## src/rtl/div_ctrl.sv

```systemverilog
// Iterative 32-bit restoring divider controller driving a shared external subtractor.
// Optional macro DIV_CTRL_ZERO_FAST_EN: a zero divisor short-circuits IDLE -> DONE.
module div_ctrl #(
  parameter int WIDTH = 32
) (
  input  logic             clk,
  input  logic             rst,
  input  logic             start_i,
  input  logic [1:0]       op_i,
  input  logic [WIDTH-1:0] src0_i,
  input  logic [WIDTH-1:0] src1_i,
  input  logic             flush_i,
  output logic [WIDTH-1:0] sub_a_o,
  output logic [WIDTH-1:0] sub_b_o,
  input  logic [WIDTH-1:0] sub_out_i,
  input  logic             sub_co_i,
  output logic             busy_o,
  output logic             done_o,
  output logic [WIDTH-1:0] res_o
);

  typedef enum logic [2:0] {IDLE, ABS_A, ABS_B, ITER, FIX, DONE} state_e;

  state_e           state_q, state_d;
  logic [1:0]       op_q, op_d;
  logic             neg_a_q, neg_a_d;   // signed op with negative dividend
  logic             neg_b_q, neg_b_d;   // signed op with negative divisor
  logic [WIDTH-1:0] dvd_q, dvd_d;       // dividend magnitude, shifted into the quotient
  logic [WIDTH-1:0] dvs_q, dvs_d;       // divisor magnitude
  logic [WIDTH-1:0] rem_q, rem_d;
  logic [WIDTH-1:0] res_q, res_d;
  logic [4:0]       cnt_q, cnt_d;

  logic             accept;
  logic [WIDTH:0]   part;
  logic             q_bit;
  logic             neg_res;
  logic [WIDTH-1:0] fix_val;

  assign accept  = start_i && !flush_i;
  assign part    = {rem_q, dvd_q[WIDTH-1]};
  assign q_bit   = part[WIDTH] || sub_co_i;
  assign neg_res = op_q[0] ? neg_a_q : (neg_a_q ^ neg_b_q);
  assign fix_val = op_q[0] ? rem_q : dvd_q;

  // NOTE: async reset clears every register, so no output depends on power-up values.
  always_ff @(posedge clk or posedge rst) begin
    if (rst) begin
      state_q <= IDLE;
      op_q    <= '0;
      neg_a_q <= 1'b0;
      neg_b_q <= 1'b0;
      dvd_q   <= '0;
      dvs_q   <= '0;
      rem_q   <= '0;
      res_q   <= '0;
      cnt_q   <= '0;
    end else begin
      // NOTE: non-blocking assignments so every register samples pre-edge values.
      state_q <= state_d;
      op_q    <= op_d;
      neg_a_q <= neg_a_d;
      neg_b_q <= neg_b_d;
      dvd_q   <= dvd_d;
      dvs_q   <= dvs_d;
      rem_q   <= rem_d;
      res_q   <= res_d;
      cnt_q   <= cnt_d;
    end
  end

  always_comb begin
    // NOTE: default first so no path through the case leaves state_d unassigned (no latch).
    state_d = state_q;
    unique case (state_q)
      IDLE: begin
        if (accept) begin
`ifdef DIV_CTRL_ZERO_FAST_EN
          state_d = (src1_i == '0) ? DONE : ABS_A;
`else
          state_d = ABS_A;
`endif
        end
      end
      ABS_A:   state_d = ABS_B;
      ABS_B:   state_d = ITER;
      ITER:    state_d = (cnt_q == 5'd0) ? FIX : ITER;
      FIX:     state_d = DONE;
      DONE:    state_d = IDLE;
      default: state_d = IDLE;
    endcase
    if (flush_i) state_d = IDLE;
  end

  always_comb begin
    sub_a_o = '0;
    sub_b_o = '0;
    unique case (state_q)
      ABS_A:   sub_b_o = dvd_q;
      ABS_B:   sub_b_o = dvs_q;
      ITER: begin
        sub_a_o = part[WIDTH-1:0];
        sub_b_o = dvs_q;
      end
      FIX:     sub_b_o = fix_val;
      default: ;
    endcase
    busy_o = (state_q != IDLE);
    done_o = (state_q == DONE);
    res_o  = res_q;
  end

  always_comb begin
    op_d    = op_q;
    neg_a_d = neg_a_q;
    neg_b_d = neg_b_q;
    dvd_d   = dvd_q;
    dvs_d   = dvs_q;
    rem_d   = rem_q;
    res_d   = res_q;
    cnt_d   = cnt_q;
    unique case (state_q)
      IDLE: begin
        if (accept) begin
          op_d    = op_i;
          neg_a_d = !op_i[1] && src0_i[WIDTH-1];
          neg_b_d = !op_i[1] && src1_i[WIDTH-1];
          dvd_d   = src0_i;
          dvs_d   = src1_i;
          rem_d   = '0;
          cnt_d   = '0;
`ifdef DIV_CTRL_ZERO_FAST_EN
          if (src1_i == '0) begin
            if (op_i[0])                          res_d = src0_i;
            else if (!op_i[1] && src0_i[WIDTH-1]) res_d = {{(WIDTH-1){1'b0}}, 1'b1};
            else                                  res_d = '1;
          end
`endif
        end
      end
      ABS_A: if (neg_a_q) dvd_d = sub_out_i;
      ABS_B: begin
        if (neg_b_q) dvs_d = sub_out_i;
        cnt_d = 5'd31;
      end
      ITER: begin
        rem_d = q_bit ? sub_out_i : part[WIDTH-1:0];
        dvd_d = {dvd_q[WIDTH-2:0], q_bit};
        if (cnt_q != 5'd0) cnt_d = cnt_q - 5'd1;
      end
      FIX: if (!flush_i) res_d = neg_res ? sub_out_i : fix_val;
      default: ;
    endcase
  end

endmodule

```

## config.mk

```make
export PLATFORM = sky130hd
export DESIGN_NAME = div_ctrl
export DESIGN_NICKNAME = d
export VERILOG_FILES = /design/src/rtl/div_ctrl.sv
export SDC_FILE = /design/constraint.sdc
export NUM_CORES = 1
export LEC_CHECK = 0
export CAP_MARGIN = 5
export CORE_MARGIN = 2
export CORE_UTILIZATION = 29
export CTS_CLUSTER_SIZE = 20
export DETAILED_ROUTE_END_ITERATION = 12
export DONT_BUFFER_PORTS = 1
export GPL_TIMING_DRIVEN = 0
export PLACE_DENSITY = 0.48
export SYNTH_ARGS = -nofsm -noshare
export SYNTH_HDL_FRONTEND = slang
export SYNTH_SLANG_ARGS = --single-unit
```

## constraint.sdc

```tcl
create_clock -name clk -period 4.7 [get_ports clk]
set_input_delay 0.94 -clock clk [delete_from_list [all_inputs] [get_ports clk]]
set_output_delay 0.94 -clock clk [all_outputs]
set_load 0.01 [all_outputs]
```

; Word level (Yosys, flattened, before mapping)
; Index checks and enable logic that the tools add are counted.
[op_classes]
bitwise = 2
addsub = 1
n_mux = 21
n_eq_ne = 10
n_reduce_logical = 21
[op_table]
columns = op, count
row1 = 32-bit two-way mux, 9
row2 = 32-bit case mux with 3 select lines, 2
row3 = 32-bit case mux with 2 select lines, 2
row4 = 3-bit case mux with 5 select lines, 1
row5 = 5-bit case mux with 3 select lines, 1
row6 = 5-bit two-way mux, 2
row7 = 3-bit two-way mux, 3
row8 = 3-bit AND reduction, 3
row9 = 3-bit nonzero test, 3
row10 = 2-bit inequality test (second input constant), 4
row11 = 3-bit by 2-bit equality test with 1-bit output (second input constant), 2
row12 = 3-bit equality test (second input constant), 2
row13 = 2-bit AND reduction, 3
row14 = 5-bit zero test, 1
row15 = 5-bit nonzero test, 1
row16 = 5-bit by 1-bit subtractor with 5-bit output (second input constant), 1
row17 = 2-bit nonzero test, 2
row18 = 3-bit by 1-bit equality test with 1-bit output (second input constant), 1
row19 = 1-bit logical AND, 3
row20 = 3-bit zero test, 1
row21 = 3-bit inequality test (second input constant), 1
row22 = 1-bit zero test, 2
row23 = 2-bit OR reduction, 1
row24 = 1-bit logical OR, 1
row25 = 3 further kinds, 3
[totals]
output_inout_bits = 98
regBits = 139
elab_cells = 64

; Longest topological paths before layout
; Gate-level depths: netlist of the first run.
[depth]
ltp_word = 5
mapped_depth = 7
mapped_depth_nobuf = 6

; Worst setup path after synthesis of the first run
; Ideal clock, no wire load.
[synth_path]
path_kind = register to output
start = reg state_q[2]
end = out sub_b_o[11]
required_ps = 3760
setup_slack_ps = 2211
arrival_time_ps = 1549
path_stages_with_launch = 8
cell_sequence = dfrtp_1 buf_2 buf_2 nor2b_1 clkbuf_1 clkbuf_1 a21oi_1 o21ai_0
[synth_via]
elab_chain_len = 3
elab_cells_between_ends = 6
[synth_lines]
columns = element, line_no
row1 = "start, declared", 24  ; state_e state_q, state_d;
row2 = "start signal, assigned", 60  ; state_q <= state_d;
row3 = 3-bit by 2-bit equality test with 1-bit output, 98  ; unique case (state_q)
row4 = 2-bit OR reduction (no line), --
row5 = 32-bit case mux with 3 select lines (*), 98
row6 = "end, declared", 14  ; output logic [WIDTH-1:0] sub_b_o,
; Every way passes the cells marked *; elsewhere a longest branch is shown, timed or not.

; Final worst setup path of the first run
[layout_path]
start = reg state_q[2]
end = out sub_b_o[14]
; The elaborated chain is that of the path after synthesis.

==> results of run 1 <==
through the flow:
stage	setup TNS (ps)	hold slack, ps	utilization, %	cell area, um^2
2_1_floorplan	0	450	-	8200
3_3_place_gp	-303020	467	31.2	8680
3_5_place_dp	0	470	31.4	8710
4_1_cts	0	468	33.3	9270
5_1_grt	0	483	33.3	9270
6_report	0	443	33.3	9270
cell usage in the layout, fill, tap and decap left out, drive strengths merged, types with 3 or more instances in the layout:
master    instances
dfrtp           139
nor2             40
clkbuf           64
a22oi             3
a21oi            63
and2             32
o21ai           137
clkinvlp          4
o311ai           31
inv               3
mux2i           126
nor2b            34
a21o              3
buf              39
nand2b            7
nand2           169
nand3            31
worst max-delay path: stages (launching register included):
cell and delay (ps):
dfrtp_1 310, buf_2 160, buf_2 240, and2b_1 370
clkbuf_1 450, nor2b_1 190, a21oi_1 40, o21ai_0 500
flip-flops by register name (all words and copies together), names as in the netlist, 3 cells and up:
name / flops
rem_q: 32
state_q: 3
cnt_q: 5
dvs_q: 32
dvd_q: 32
res_o: 32
power groups by stage:
| stage | combinational, mW | clock [mW] | sequential [mW] |
|---|---|---|---|
| 6_report | 1.22 | 1.32 | 1.79 |
| 5_1_grt | 1.37 | 1.39 | 1.84 |
| 4_1_cts | 1.24 | 1.34 | 1.79 |
| 3_5_place_dp | 1.24 | 0 | 1.81 |
| 3_3_place_gp | 1.21 | 0 | 1.81 |
| 2_1_floorplan | 0.918 | 0 | 1.72 |
metal layers:
metal  vias to the layer above  part of all wire, %
li1                       3272                    -
met1                      3433                   45
met2                       243                   46
met3                        25                  7.1
met4                         0                  1.7
met5                         -                    0
path summary, 6_finish.rpt:
kind | cells past startpoint | start | end | slack (ps)
worst max-delay path | 7 | state_q[2]$_DFFE_PP0P_ | sub_b_o[14] | 1070
worst min-delay path | 1 | rst | cnt_q[0]$_DFFE_PP0P_ | 440
worst max register to register | 6 | op_q[0]$_DFFE_PP0P_ | res_o[8]$_DFFE_PP0P_ | 2470
worst min register to register | 2 | dvs_q[31]$_DFFE_PP0P_ | dvs_q[31]$_DFFE_PP0P_ | 480
max in group asynchronous | 2 | rst | rem_q[17]$_DFFE_PP0P_ | 3520
min in group clk | 2 | dvs_q[31]$_DFFE_PP0P_ | dvs_q[31]$_DFFE_PP0P_ | 480
cell families (layout without fill, tap and decap cells):
group / after synthesis / in the layout / synth area share [%]
fa+ha+maj: 1 / 1 / 0.152
xor+xnor: 1 / 1 / 0.198
simple gates: 328 / 328 / 18.5
flops: 139 / 139 / 42.4
compound gates: 245 / 245 / 17.8
buf+inv: 82 / 112 / 5.25
mux: 128 / 128 / 15.7
cell type report:
cell class                 count  area (um^2)
sequential                   139         3480
tap                          378          473
multi-input combinational    703         4300
fill                        2992        18500
buffer                        79          419
timing repair buffer           1         27.5
inverter                       3         18.8
clock buffer                  23          488
clock inverter                 6         65.1
==> flow_summary.json, run 1 <==
{
  "outcome": "completed",
  "grt_antenna_before_repair": 0,
  "worst_slack_ps": 1070,
  "grt_use_met2_pct": 33.9,
  "synth_ff_type": "dfrtp_1",
  "diodes": 0,
  "synthTopCellsByCount": "nand2_1 (169), dfrtp_1 (139), mux2i_1 (126)",
  "worstSetupPathType": "reg -> out",
  "fp.dieW_um": 172,
  "rsz0062_at_grt": "no",
  "fin_nets": 1048,
  "grtUsageMet3_pct": 5.63,
  "setup_violations": 0,
  "tritoncts": "built",
  "path_max_fanout": 10,
  "drtPass1Iterations": 5,
  "crit_path_end_kind": "primary output",
  "synth.most_common_cell": "nand2_1",
  "finalPower_mw": 4.34,
  "drc": 0,
  "grt_max_degree": 78,
  "tightestPinTransition_ps": 1170,
  "ys_seq_area_share_pct": 42.4,
  "gp_congestion": 0.793,
  "max-cap-violations": 0,
  "drtIter0Drc": 459,
  "crit_required_ps": 3760,
  "yosysUniqueCellTypes": 46,
  "via_count": 6973,
  "synth_edf_count": 0,
  "use_met1_pct": 28.9,
  "irDropWorstVdd_mv": 0.209,
  "critPathLaunchType": "register",
  "final_cells": 1332,
  "port-buffer-count": 0,
  "p_int_mw": 2.72,
  "sequentialPowerShare_pct": 41.4,
  "ys_seq_elements": 139,
  "top_usage_layer": "met2",
  "worst-endpoint-arrival_ps": 2690,
  "area_growth_pct": 12.9,
  "coreArea_um2": 27800,
  "hold_viol_final": 0,
  "routed_wl_um": 31200,
  "initial_utilization_pct": 29.5,
  "grt_pass1_vias": 7043,
  "power.clock.fraction_pct": 30.4,
  "p_comb_share_pct": 28.2,
  "grt.total_usage_pct": 21.3,
  "syn_area_um2": 8200,
  "grt_pass1_wl_um": 46500,
  "finalCriticalPeriod_ps": 3630,
  "root_buffer": "clkbuf_16",
  "place_ws_ps": 1470,
  "layout_worst_path_cycle_share_pct": 77.3,
  "hpwl_um": 22200,
  "clk_pin_slew_ps": 60,
  "clkSinkCount": 139,
  "place_inst": 1303,
  "synth.largest_area_cell": "dfrtp_1",
  "row_count": 61,
  "maxSlewViolCount": 0,
  "ioPinCount": 201,
  "worst_hold_path_type": "in -> async",
  "drive_gt1_share_pct": 9.54,
  "cts_setup_buffers": 0,
  "postSynth.asyncResetShare_pct": 100,
  "p_per_area_nw_per_um2": 468,
  "max_freq_mhz": 275,
  "postSynthAreaPerCell_um2": 8.88,
  "cts_hold_buffers": 0,
  "leakagePower_nw": 3.78,
  "synth_nets": 1028,
  "die_y_um": 172,
  "synth_top_area_share_pct": 42.4,
  "yosys_warnings": 0,
  "detail-route-antenna-nets": 0,
  "cts_buffers": 17,
  "cts_resized": 0,
  "netlist_top_cells_area": "dfrtp_1 (42%), mux2i_1 (15%), nand2_1 (7.7%), o21ai_0 (4.6%), a21oi_1 (3.8%)",
  "swShare_pct": 37.2,
  "htreeDepth": 4,
  "via_per_inst": 5.23,
  "clk_latency_ps": 420,
  "netlist_instances": 924,
  "wl_per_cell_um": 23.4,
  "clock_path_buffers": 2,
  "slew_headroom_pct": 21.1,
  "power.switching_mw": 1.61,
  "die_area_um2": 29700,
  "grt-ovfl-total": 0,
  "fin_skew_ps": 9.86
}
Power figures use the tool's default switching activity.
==> run 2: changes to the inputs <==
==> constraint.sdc (replaced) <==
create_clock -name clk -period 3 [get_ports clk]
set_input_delay 0.6 -clock clk [delete_from_list [all_inputs] [get_ports clk]]
set_output_delay 0.6 -clock clk [all_outputs]
set_load 0.01 [all_outputs]
==> run 2 against run 1 <==
Net effect:
- sequential share of layout area is 0.52 points lower
- critical path depth stayed put
- wire length is 0.30% lower
- clock power is 68% higher
- first-iteration DRC count is 17% lower
- die area stayed put
- utilization is 0.47 points higher
- power is 61% higher
- combinational power is 60% higher
- design area is 1.4% higher
- largest power group unchanged
==> flow_summary.json, run 2 (synthesis results as in run 1) <==
{
  "outcome": "completed",
  "drive_gt1_share_pct": 11.4,
  "worst_hold_path_type": "in -> async",
  "die_area_um2": 29700,
  "row_count": 61,
  "layout_common_cells": "nand2_1 (169), dfrtp_1 (139), mux2i_1 (126)",
  "drtIter0Drc": 379,
  "port-buffer-count": 0,
  "layout_worst_path_cycle_share_pct": 96.4,
  "cts_hold_buffers": 0,
  "detail-route-antenna-nets": 0,
  "grt_use_met2_pct": 34.1,
  "area_growth_pct": 14.5,
  "drc": 0,
  "irDropWorstVdd_mv": 0.466,
  "multiInputGateArea_um2": 4310,
  "cpMaxStageDelayCell": "dfrtp_1",
  "grt_max_degree": 36,
  "coreArea_um2": 27800,
  "max_freq_mhz": 346,
  "worstSetupPathType": "reg -> out",
  "htreeDepth": 4,
  "rsz0062_at_grt": "no",
  "fin_hold_ws_ps": 87.5,
  "finalPower_mw": 6.98,
  "via_count": 7006,
  "crit_required_ps": 2400,
  "max-cap-violations": 0,
  "tightestPinTransition_ps": 1110,
  "postLayoutCoreUtil_pct": 33.8,
  "slowest_delay_ps": 350,
  "grtUsageMet3_pct": 5.88,
  "grt.total_usage_pct": 21.6,
  "via_per_inst": 5.24,
  "maxSlewViolCount": 0,
  "path_max_fanout": 10,
  "use_met1_pct": 28.7,
  "hold_viol_final": 0,
  "reg2reg_to": "res_o[9]$_DFFE_PP0P_",
  "grt-ovfl-total": 0,
  "worst-endpoint-arrival_ps": 2290,
  "root_buffer": "clkbuf_16",
  "worstRegToRegCells": 6,
  "clkSinkCount": 139,
  "initial_utilization_pct": 29.5,
  "gp_congestion": 0.799,
  "top_usage_layer": "met2",
  "p_comb_share_pct": 27.9,
  "p_int_mw": 4.39,
  "cpMostUsedCell": "buf_2",
  "grt_pass1_vias": 7188,
  "grt_antenna_before_repair": 0,
  "crit_chain": "buf_2 -> buf_2 -> nor2b_1 -> clkbuf_1 -> clkbuf_4 -> a21oi_1 -> o21ai_1",
  "wl_per_cell_um": 23.2,
  "tritoncts": "built",
  "routed_wl_um": 31100,
  "drtPass1Iterations": 5,
  "sequentialPowerShare_pct": 40.2,
  "fp.dieW_um": 172,
  "fillers": 2977,
  "diodes": 0,
  "slew_headroom_pct": 25.2,
  "place_ws_ps": 127,
  "power.switching_mw": 2.59,
  "setup_violations": 0,
  "critPathLaunchType": "register",
  "r2r_start": "state_q[2]$_DFFE_PP0P_",
  "fin_nets": 1051,
  "rrSetupSlack_ps": 760,
  "leakagePower_nw": 3.87,
  "hpwl_um": 22400,
  "crit_path_end_kind": "primary output",
  "clk_pin_slew_ps": 70,
  "power.clock.fraction_pct": 31.9,
  "fin_skew_ps": 14.6,
  "ff_latch_area_um2": 3480,
  "setup_tns_ps": 0,
  "die_y_um": 172,
  "worst_slack_ps": 109,
  "swShare_pct": 37.1,
  "clock_path_buffers": 2,
  "clk_latency_ps": 430,
  "ioPinCount": 201,
  "p_per_area_nw_per_um2": 743,
  "finalCriticalPeriod_ps": 2890,
  "grt_pass1_wl_um": 46600,
  "cts_buffers": 17,
  "layout_commonest_cell": "nand2_1"
}
-- run 2: cell count changes in the layout (fill, tap and decap cells not counted), moves of 4 or more --
cell,delta
clkbuf_8,-4
o21ai_1,+29
buf_12,+4
o21ai_0,-31
clkinv_4,+5
clkbuf_4,+4
clkbuf_1,-7
-- run 2: cell type report --
class                   instances  area share (%)
plain buffers                  79            4.67
clock buffers                  19            4.61
clock inverters                13            1.81
inverters                       3           0.160
multi-input cells             703            45.8
flip-flops and latches        139            37.0
well taps                     378            5.03
repair buffers                  4           0.852
-- run 2: timing repair --
item | 4_1_cts | 5_1_grt
gates resized for setup | 17 | 35
gates cloned | 0 | 0
endpoints found under the setup margin | 39 | 50
buffers inserted | 0 | 0
-- run 2: per-stage QoR --
stage,std cells,area [um^2]
finish,1338,9400
global route,1338,9400
CTS,1338,9380
detailed placement,1306,8760
global placement,1302,8680
floorplan,924,8210
-- run 2: per-layer routing --
metal | vias up | part of all wire [%] | wire length (um)
li1 | 3297 | - | -
met1 | 3432 | 45 | 14000
met2 | 243 | 46 | 14300
met3 | 34 | 7.2 | 2230
met4 | 0 | 1.9 | 600
met5 | - | 0 | 0
-- run 2: worst max path at each step --
stage,startpoint,to,slack [ps],depth (start not counted)
floorplan,rst,cnt_q[0]$_DFFE_PP0P_,660,1
global placement,rst,dvs_q[15]$_DFFE_PP0P_,-450,1
detailed placement,state_q[2]$_DFFE_PP0P_,sub_b_o[22],130,7
CTS,state_q[2]$_DFFE_PP0P_,sub_a_o[30],2,5
global route,state_q[2]$_DFFE_PP0P_,sub_b_o[30],3,7
finish,state_q[2]$_DFFE_PP0P_,sub_b_o[29],110,7
-- run 2: power by group through the flow --
| stage | Combinational [mW] | Sequential [mW] | Clock, mW |
|---|---|---|---|
| after global routing | 2.18 | 2.89 | 2.37 |
| after global placement | 1.91 | 2.83 | 0 |
| after floorplan | 1.44 | 2.69 | 0 |
| after CTS | 1.95 | 2.80 | 2.28 |
| final | 1.95 | 2.81 | 2.22 |
| after detailed placement | 1.94 | 2.83 | 0 |
-- run 2: critical path: cells and delay by family (launching register included) --
| kind | cells | cell delay, ps |
|---|---|---|
| compound gates | 2 | 420 |
| buf+inv | 4 | 970 |
| simple gates | 1 | 120 |
| flops | 1 | 350 |
